## config.mk

```make
export PLATFORM = sky130hd
export DESIGN_NAME = pipe_stage_reg
export DESIGN_NICKNAME = d
export VERILOG_FILES = /design/src/rtl/pipe_pkg.sv /design/src/rtl/sat_counter.sv /design/src/rtl/pipe_stage_reg.sv
export SDC_FILE = /design/constraint.sdc
export NUM_CORES = 1
export LEC_CHECK = 0
export CORE_MARGIN = 5
export CORE_UTILIZATION = 60
export DETAILED_ROUTE_END_ITERATION = 8
export DONT_BUFFER_PORTS = 1
export PLACE_DENSITY = 0.86
export REMOVE_ABC_BUFFERS = 1
export SLEW_MARGIN = 40
export SYNTH_ARGS = -nofsm -noshare
export SYNTH_HDL_FRONTEND = slang
export SYNTH_SLANG_ARGS = --single-unit
```

## constraint.sdc

```tcl
create_clock -name CLK -period 2 [get_ports CLK]
set_clock_uncertainty 0.05 [all_clocks]
set_input_delay 0.3 -clock CLK [delete_from_list [all_inputs] [get_ports CLK]]
set_output_delay 0.3 -clock CLK [all_outputs]
set_load 0.02 [all_outputs]
```

## src/rtl/pipe_pkg.sv

```systemverilog
// Shared types and default widths for the pipeline stage register.
package pipe_pkg;

    // Occupancy of a stage: nothing, head only, head plus skid.
    typedef enum logic [1:0] {
        EMPTY = 2'b00,
        BUSY  = 2'b01,
        FULL  = 2'b10
    } stage_state_e;

    localparam int unsigned DEFAULT_WIDTH  = 32;
    localparam int unsigned DEFAULT_CTRL_W = 21;

endpackage

```

## src/rtl/sat_counter.sv

```systemverilog
// Saturating up-counter with synchronous active-high reset.
module sat_counter #(
    parameter int unsigned CNT_W = 16
) (
    input  logic             CLK,
    input  logic             reset,
    input  logic             inc,
    output logic [CNT_W-1:0] count
);

    logic [CNT_W-1:0] count_q;
    logic [CNT_W-1:0] count_d;

    // Next count: step on inc, stick at all-ones.
    always_comb begin
        count_d = count_q;
        if (inc && (count_q != {CNT_W{1'b1}})) begin
            count_d = count_q + 1'b1;
        end
    end

    // Count register.
    always_ff @(posedge CLK) begin
        if (reset) begin
            count_q <= '0;
        end else begin
            count_q <= count_d;
        end
    end

    assign count = count_q;

endmodule

```

## src/rtl/pipe_stage_reg.sv

```systemverilog
// Pipeline stage register with valid/ready handshake, flush-to-bubble,
// optional skid entry and a saturating back-pressure counter.
module pipe_stage_reg
    import pipe_pkg::*;
#(
    parameter int unsigned WIDTH  = DEFAULT_WIDTH,
    parameter int unsigned CTRL_W = DEFAULT_CTRL_W,
    parameter int unsigned SKID   = 1,
    parameter int unsigned CNT_W  = 16
) (
    input  logic              CLK,
    input  logic              reset,
    input  logic              flush,
    input  logic              in_valid,
    output logic              in_ready,
    input  logic [WIDTH-1:0]  in_data,
    input  logic [CTRL_W-1:0] in_ctrl,
    output logic              out_valid,
    input  logic              out_ready,
    output logic [WIDTH-1:0]  out_data,
    output logic [CTRL_W-1:0] out_ctrl,
    output logic [CNT_W-1:0]  stall_cnt
);

    localparam bit HasSkid = (SKID != 0);

    stage_state_e      state_q, state_d;
    logic [WIDTH-1:0]  head_data_q, head_data_d;
    logic [CTRL_W-1:0] head_ctrl_q, head_ctrl_d;
    logic [WIDTH-1:0]  skid_data_q, skid_data_d;
    logic [CTRL_W-1:0] skid_ctrl_q, skid_ctrl_d;

    logic in_fire;
    logic out_fire;

    assign out_valid = (state_q != EMPTY);

    if (HasSkid) begin : g_skid
        // Registered ready: only a full stage refuses input.
        assign in_ready = (state_q != FULL);
    end else begin : g_no_skid
        // Single entry: accept when empty or when the head leaves this cycle.
        assign in_ready = !out_valid | out_ready;
    end

    assign in_fire  = in_valid & in_ready;
    assign out_fire = out_valid & out_ready;

    // Next-state and entry updates; leaving to EMPTY always clears the head.
    always_comb begin
        state_d     = state_q;
        head_data_d = head_data_q;
        head_ctrl_d = head_ctrl_q;
        skid_data_d = skid_data_q;
        skid_ctrl_d = skid_ctrl_q;

        unique case (state_q)
            EMPTY: begin
                if (in_fire) begin
                    state_d     = BUSY;
                    head_data_d = in_data;
                    head_ctrl_d = in_ctrl;
                end
            end
            BUSY: begin
                if (in_fire && out_fire) begin
                    head_data_d = in_data;
                    head_ctrl_d = in_ctrl;
                end else if (in_fire) begin
                    // Only reachable with a skid entry; single-entry ready forbids it.
                    if (HasSkid) begin
                        state_d     = FULL;
                        skid_data_d = in_data;
                        skid_ctrl_d = in_ctrl;
                    end
                end else if (out_fire) begin
                    state_d     = EMPTY;
                    head_data_d = '0;
                    head_ctrl_d = '0;
                end
            end
            FULL: begin
                if (out_fire) begin
                    state_d     = BUSY;
                    head_data_d = skid_data_q;
                    head_ctrl_d = skid_ctrl_q;
                    skid_data_d = '0;
                    skid_ctrl_d = '0;
                end
            end
            default: begin
                state_d     = EMPTY;
                head_data_d = '0;
                head_ctrl_d = '0;
                skid_data_d = '0;
                skid_ctrl_d = '0;
            end
        endcase

        // Flush wins over any simultaneous transfer in either direction.
        if (flush) begin
            state_d     = EMPTY;
            head_data_d = '0;
            head_ctrl_d = '0;
            skid_data_d = '0;
            skid_ctrl_d = '0;
        end
    end

    // State and entry registers.
    always_ff @(posedge CLK) begin
        if (reset) begin
            state_q     <= EMPTY;
            head_data_q <= '0;
            head_ctrl_q <= '0;
            skid_data_q <= '0;
            skid_ctrl_q <= '0;
        end else begin
            state_q     <= state_d;
            head_data_q <= head_data_d;
            head_ctrl_q <= head_ctrl_d;
            skid_data_q <= skid_data_d;
            skid_ctrl_q <= skid_ctrl_d;
        end
    end

    assign out_data = head_data_q;
    assign out_ctrl = out_valid ? head_ctrl_q : '0;

    sat_counter #(
        .CNT_W (CNT_W)
    ) u_stall_cnt (
        .CLK   (CLK),
        .reset (reset),
        .inc   (out_valid & ~out_ready),
        .count (stall_cnt)
    );

endmodule

```

==> results of run 1 <==
[flip-flops by register name, indices dropped and copies added (netlist names)]
| register | flops |
|---|---|
| head_ctrl_q | 21 |
| out_data | 32 |
| skid_ctrl_q | 21 |
| skid_data_q | 32 |
| state_q | 2 |
| u_stall_cnt.count | 16 |
[cell type report]
type | count | area (um^2) | area share [%]
diodes | 1 | 2.50 | 0.0335
clock buffers | 18 | 428 | 5.73
clock inverters | 14 | 160 | 2.14
inverters | 6 | 22.5 | 0.301
multi-input cells | 485 | 3130 | 41.9
flip-flops and latches | 124 | 2490 | 33.3
well taps | 133 | 166 | 2.23
repair buffers | 109 | 1070 | 14.4
[Yosys cell counts, types with 7 or more instances]
cell type | instances | area, um^2
buf_4 | 7 | 52.6
a21oi_1 | 46 | 230
o21ai_0 | 12 | 60.1
dfxtp_1 | 124 | 2480
clkbuf_1 | 32 | 120
and2_1 | 88 | 551
mux2i_1 | 56 | 561
buf_2 | 17 | 85.1
a222oi_1 | 18 | 180
nor2_1 | 78 | 293
nand2_1 | 40 | 150
nor3b_1 | 35 | 263
o21ai_1 | 27 | 135
nor2b_1 | 27 | 169
[cell families after synthesis]
kind of cell / Yosys count / share of synthesized area, %
AO/OA/AOI/OAI: 121 / 13.1
adder cells (fa/ha/maj): 1 / 0.215
buffers and inverters: 63 / 4.87
flip-flops: 124 / 42.6
multiplexers: 59 / 10.2
AND/OR/NAND/NOR: 304 / 29.0
[timing repair]
| item | CTS | global route |
|---|---|---|
| setup buffers | 3 | 2 |
| setup endpoints to repair | 23 | 7 |
| resized for setup | 6 | 4 |
| hold buffers | 51 | 0 |
| gates cloned | 0 | 0 |
| endpoints found under the hold margin | 80 | 0 |
| pin swaps | 1 | 1 |
[stage by stage]
stage / instance area (um^2) / utilization, % / worst slack [ps] / setup TNS, ps / hold slack [ps]
after CTS: 7440 / 77.2 / 10.9 / 0 / 4.80
after floorplan: 5570 / - / -1510 / -122230 / 319
after global placement: 6240 / 64.7 / 84.6 / 0 / 321
after detailed placement: 6290 / 65.2 / 28.6 / 0 / 320
after global routing: 7470 / 77.5 / 37.4 / 0 / 29.4
final: 7470 / 77.5 / 101 / 0 / 14.5
[tightest hold or removal path, cell delays in order]
cell     delay [ps]
and2_1          100
mux2i_1          70
nor2_1           80
[per-layer routing]
layer / vias to the layer above / GRT usage [%]
met5: - / 0
met2: 241 / 50.3
met3: 31 / 8.78
li1: 2471 / -
met1: 2573 / 31.8
met4: 0 / 12.3
[report_power, final]
part | switching, mW | internal [mW]
clock | 1.21 | 1.83
sequential | 0.0589 | 2.51
combinational | 0.290 | 0.266
total | 1.56 | 4.61
[worst paths after layout]
check	end	cells past startpoint
worst max-delay path	out_ctrl[17]	4
worst min-delay path	skid_data_q[2]	3
worst max register to register	u_stall_cnt.count[14]	5
worst min register to register	head_ctrl_q[20]	2
==> flow_summary.yaml, run 1 <==
route:
  drc_errors: 0
  wire_per_inst_um: 18.9
  first_iter_violations: 474
  dr_wl_met2_mm: 8.74
  dr.pass1.iters: 9
  ant_nets: 0
  vias: 5316
  wl_met3_mm: 1.28
  totalWireLength_mm: 16.8
  viasPerCell: 5.97
  dr.max_layer_used: "met4"
  drt-met1-wl_mm: 6.50
floorplan:
  initial_core_util_pct: 60.5
  die_h_um: 109
  dieArea_mm2: 0.0118
  core-area_mm2: 0.00964
  die_width_um: 109
  rows: 36
  io-pin-count: 129
timing:
  finalMaxSlewViolations: 0
  max_freq_mhz: 527
  post-route-period-util_pct: 94.9
  rsz0062_at_grt: "no"
  finalCriticalPeriod_ps: 1900
  hold_viol: 0
  setup_viol: 0
  worstMarginPinSlew_ps: 821
  slew_headroom_pct: 45.2
final_layout:
  synthToLayoutAreaGrowth_pct: 28.2
  drive_above_1_share_pct: 14.4
  final_cell_mix: "122 x dfxtp_1, 88 x and2_1, 77 x nor2_1"
  fin_cells: 890
  fill_cells: 631
  final_nets: 802
  final_common_cell: "dfxtp_1"
critical_path:
  path_cells: "nor2_4 -> buf_12 -> nor2b_1 -> buf_4"
  cp-end-kind: "output port"
  slowest_delay_ps: 450
  slowest_stage: "dfxtp_4"
  path_max_fanout: 12
  start_kind: "flip-flop"
  reg2reg_from: "u_stall_cnt.count[0]"
  path_buf_inv: 2
  path_class: "flip-flop to output port"
  regToRegSetupSlack_ps: 130
  cp.required_ps: 1650
  cpLargestDelayFamily: "flip-flops"
  crit_path_start: "state_q[1]"
  critical_path_arrival_ps: 1550
logic_synthesis:
  netlist_instances: 672
  syn_area_per_cell_um2: 8.68
  ys_seq_area_share_pct: 42.6
  syn_area_mm2: 0.00583
  ys_async_sr_fraction_pct: 0
  synth_edf_count: 0
  synth_ff_type: "dfxtp_1"
  synth_seq_cells: 124
  synth_warnings: 0
  synth.distinct_cells: 47
power_and_ir_drop:
  peakVddDrop_mv: 0.603
  powerDensity_mw_per_mm2: 826
  p_total_mw: 6.17
  p_leak_nw: 2.72
clock_tree:
  cts_tree: "done"
  cts_buffers: 17
  clock-sinks: 124
  clkTransAtPathRegs_ps: 60
  cts_root_buffer: "clkbuf_8"
  h-tree-depth: 4
  clk_latency_ps: 530
  cts_buffer_depth: 2
grt:
  grt_overflow_total: 0
  antenna_found_initial: 1
  grt_usage_pct: 28.6
  grt_pass1_vias: 5484
  grt_pass1_wl_mm: 26.4
  grt_max_degree: 52
place:
  dp_cells: 801
  hpwl_mm: 9.77
  portBuffers: 0
  place.gp.congestion: 0.787
min_path:
  min_path_type: "input port to flip-flop"
  hp-start: "in_data[2]"
status:
  status: "finished clean"
run:
  max-cap-violations: 0
No activity file was read; power rests on OpenSTA's default activity.
==> run 2: changes to the inputs <==
--- a/config.mk
+++ b/config.mk
@@ -5,11 +5,14 @@
 export SDC_FILE = /design/constraint.sdc
 export NUM_CORES = 1
 export LEC_CHECK = 0
+export ABC_AREA = 1
+export CAP_MARGIN = 20
 export CORE_MARGIN = 5
 export CORE_UTILIZATION = 60
 export DETAILED_ROUTE_END_ITERATION = 8
 export DONT_BUFFER_PORTS = 1
 export PLACE_DENSITY = 0.86
+export RECOVER_POWER = 100
 export REMOVE_ABC_BUFFERS = 1
 export SLEW_MARGIN = 40
 export SYNTH_ARGS = -nofsm -noshare
==> run 2 against run 1 <==
Non-clock buffer count down 33. Sequential power about the same. Synthesized cell count is 29% higher. Sequential cell count is the same. First-iteration DRC count shrank 26%. Highest routed layer unchanged. Routed wire length fell by 6.2%. Final cell count is 19% higher.
==> flow_summary.yaml, run 2 <==
route:
  viasPerCell: 5.52
  totalWireLength_mm: 15.8
  drc_errors: 0
  dr.pass1.iters: 5
  first_iter_violations: 353
  wire_per_inst_um: 15.0
  vias: 5824
  ant_nets: 0
place:
  dpl-instance-area_mm2: 0.00608
  portBuffers: 0
  hpwl_mm: 9.30
  dp_cells: 983
  dp_slack_ps: 101
  place.gp.congestion: 0.804
floorplan:
  initial_core_util_pct: 60.8
  dieArea_mm2: 0.0119
  core-area_mm2: 0.00968
  die_h_um: 109
  rows: 36
  die_width_um: 109
  io-pin-count: 129
timing:
  layout_setup_ws_ps: 92.9
  finalSetupTns_ps: 0
  finalCriticalPeriod_ps: 1910
  max_freq_mhz: 524
  finalMaxSlewViolations: 0
  hold-worst-slack_ps: 34.6
  worstMarginPinSlew_ps: 601
  hold_viol: 0
  post-route-period-util_pct: 95.4
  slew_headroom_pct: 59.9
  rsz0062_at_grt: "no"
  setup_viol: 0
critical_path:
  cp-end-kind: "output port"
  start_kind: "flip-flop"
  path_class: "flip-flop to output port"
  cp.required_ps: 1650
  path_buf_inv: 1
  reg2reg_from: "state_q[0]"
  slowest_stage: "dfxtp_2"
  critical_path_arrival_ps: 1560
  ff2ff_path_depth: 8
  path_max_fanout: 11
  cpLargestDelayFamily: "flip-flops"
  r2r-end: "out_data[30]"
  regToRegSetupSlack_ps: 190
  slowest_delay_ps: 480
  path_cells: "nor2_8 -> buf_4 -> nor2_2"
logic_synthesis:
  synth_area_leader_cell: "dfxtp_1"
  synth_warnings: 0
  synth_seq_cells: 124
  synth.distinct_cells: 27
  synth_common_cells: "217 x nand2_1, 124 x dfxtp_1, 101 x a21oi_1, 101 x nor2_1, 71 x inv_1"
  netlist_instances: 869
  ys_async_sr_fraction_pct: 0
  synth_top_cell_area_share_pct: 42.1
  synth_ff_type: "dfxtp_1"
  syn_area_per_cell_um2: 6.78
  synthMostInstantiatedCell: "nand2_1"
  synth_edf_count: 0
  syn_area_mm2: 0.00589
  ys_seq_area_share_pct: 42.1
  netlist_top_cells_area: "dfxtp_1 42%, nand2_1 14%, a21oi_1 8.6%, nor2_1 6.4%, nand3_1 4.6%"
clock_tree:
  cts_buffer_depth: 2
  h-tree-depth: 4
  cts_setup_buffers: 0
  clock-sinks: 124
  clkTransAtPathRegs_ps: 60
  cts_buffers: 17
  cts_root_buffer: "clkbuf_8"
  cts_tree: "done"
  clk_latency_ps: 520
power_and_ir_drop:
  powerDensity_mw_per_mm2: 862
  p_total_mw: 6.04
  peakVddDrop_mv: 0.577
  p_leak_nw: 2.56
min_path:
  min_to: "out_data[4]"
  hp-start: "in_data[4]"
  min_path_type: "input port to flip-flop"
  hold_path_depth: 4
run:
  max-cap-violations: 0
grt:
  antenna_found_initial: 0
  grt_overflow_total: 0
  grt_pass1_vias: 5599
  grt_max_degree: 73
  grt_pass1_wl_mm: 25.7
  grt_usage_pct: 27.2
final_layout:
  final_common_cell: "nand2_1"
  fin_area_mm2: 0.00702
  final_nets: 966
  final_cell_mix: "217 x nand2_1, 122 x dfxtp_1, 101 x a21oi_1"
  fin_util_pct: 72.4
  synthToLayoutAreaGrowth_pct: 19.1
  drive_above_1_share_pct: 9.13
  fin_cells: 1055
status:
  status: "finished clean"
run 2: cell count changes after synthesis, moves of 49 or more:
cell     change
inv_1       +65
and2_1      -88
mux2i_1     -56
nand3_1     +49
nand2_1    +177
a21oi_1     +55
run 2: worst register-to-register path, delay by kind of cell (launching register included):
kind            cells  cell delay (ps)
buf+inv             2              610
simple gates        4              460
flops               1              390
compound gates      2              220
run 2: where the power goes:
group	total (mW)	internal (mW)	leakage (nW)	switching, mW
registers	2.58	2.52	1.00	0.0600
clock network	2.96	1.87	0.277	1.10
logic	0.499	0.179	1.28	0.320
run 2: worst max-delay path by stage:
stage / start / endpoint / cells after the start
global route: state_q[0] / out_data[2] / 8
floorplan: state_q[1] / skid_ctrl_q[14] / 5
detailed placement: state_q[0] / out_data[22] / 7
global placement: state_q[0] / skid_data_q[20] / 6
finish: state_q[0] / out_ctrl[13] / 3
CTS: state_q[1] / out_ctrl[19] / 3
run 2: what timing repair did:
item,CTS,global route
endpoints found under the hold margin,86,0
gates cloned,0,0
hold buffers,38,0
setup endpoints to repair,17,11
gates resized for setup,14,5
run 2: area by class of cell:
cell class,instances,area [um^2]
Inverter,79,302
Clock inverter,10,115
Clock buffer,22,463
Timing Repair Buffer,76,654
Tap cell,133,166
Antenna cell,2,5.00
Fill cell,806,2670
Sequential cell,124,2480
Multi-Input combinational cell,609,2830
run 2: cells by family after synthesis:
kind of cell,count (synthesis),share of synthesized area [%]
adders and majority gates,1,0.212
xor gates and xnor gates,6,0.892
and+or+nand+nor,403,28.4
buffers and inverters,136,10.3
AOI/OAI and AO/OA,199,18.0
DFF,124,42.1
run 2: layer usage:
| layer | up-vias | track usage [%] | wire length (um) |
|---|---|---|---|
| met5 | - | 0 | 0 |
| met4 | 0 | 12.4 | 410 |
| met3 | 40 | 7.99 | 1170 |
| met2 | 215 | 46.0 | 7730 |
| met1 | 2673 | 31.7 | 6470 |
| li1 | 2896 | - | - |
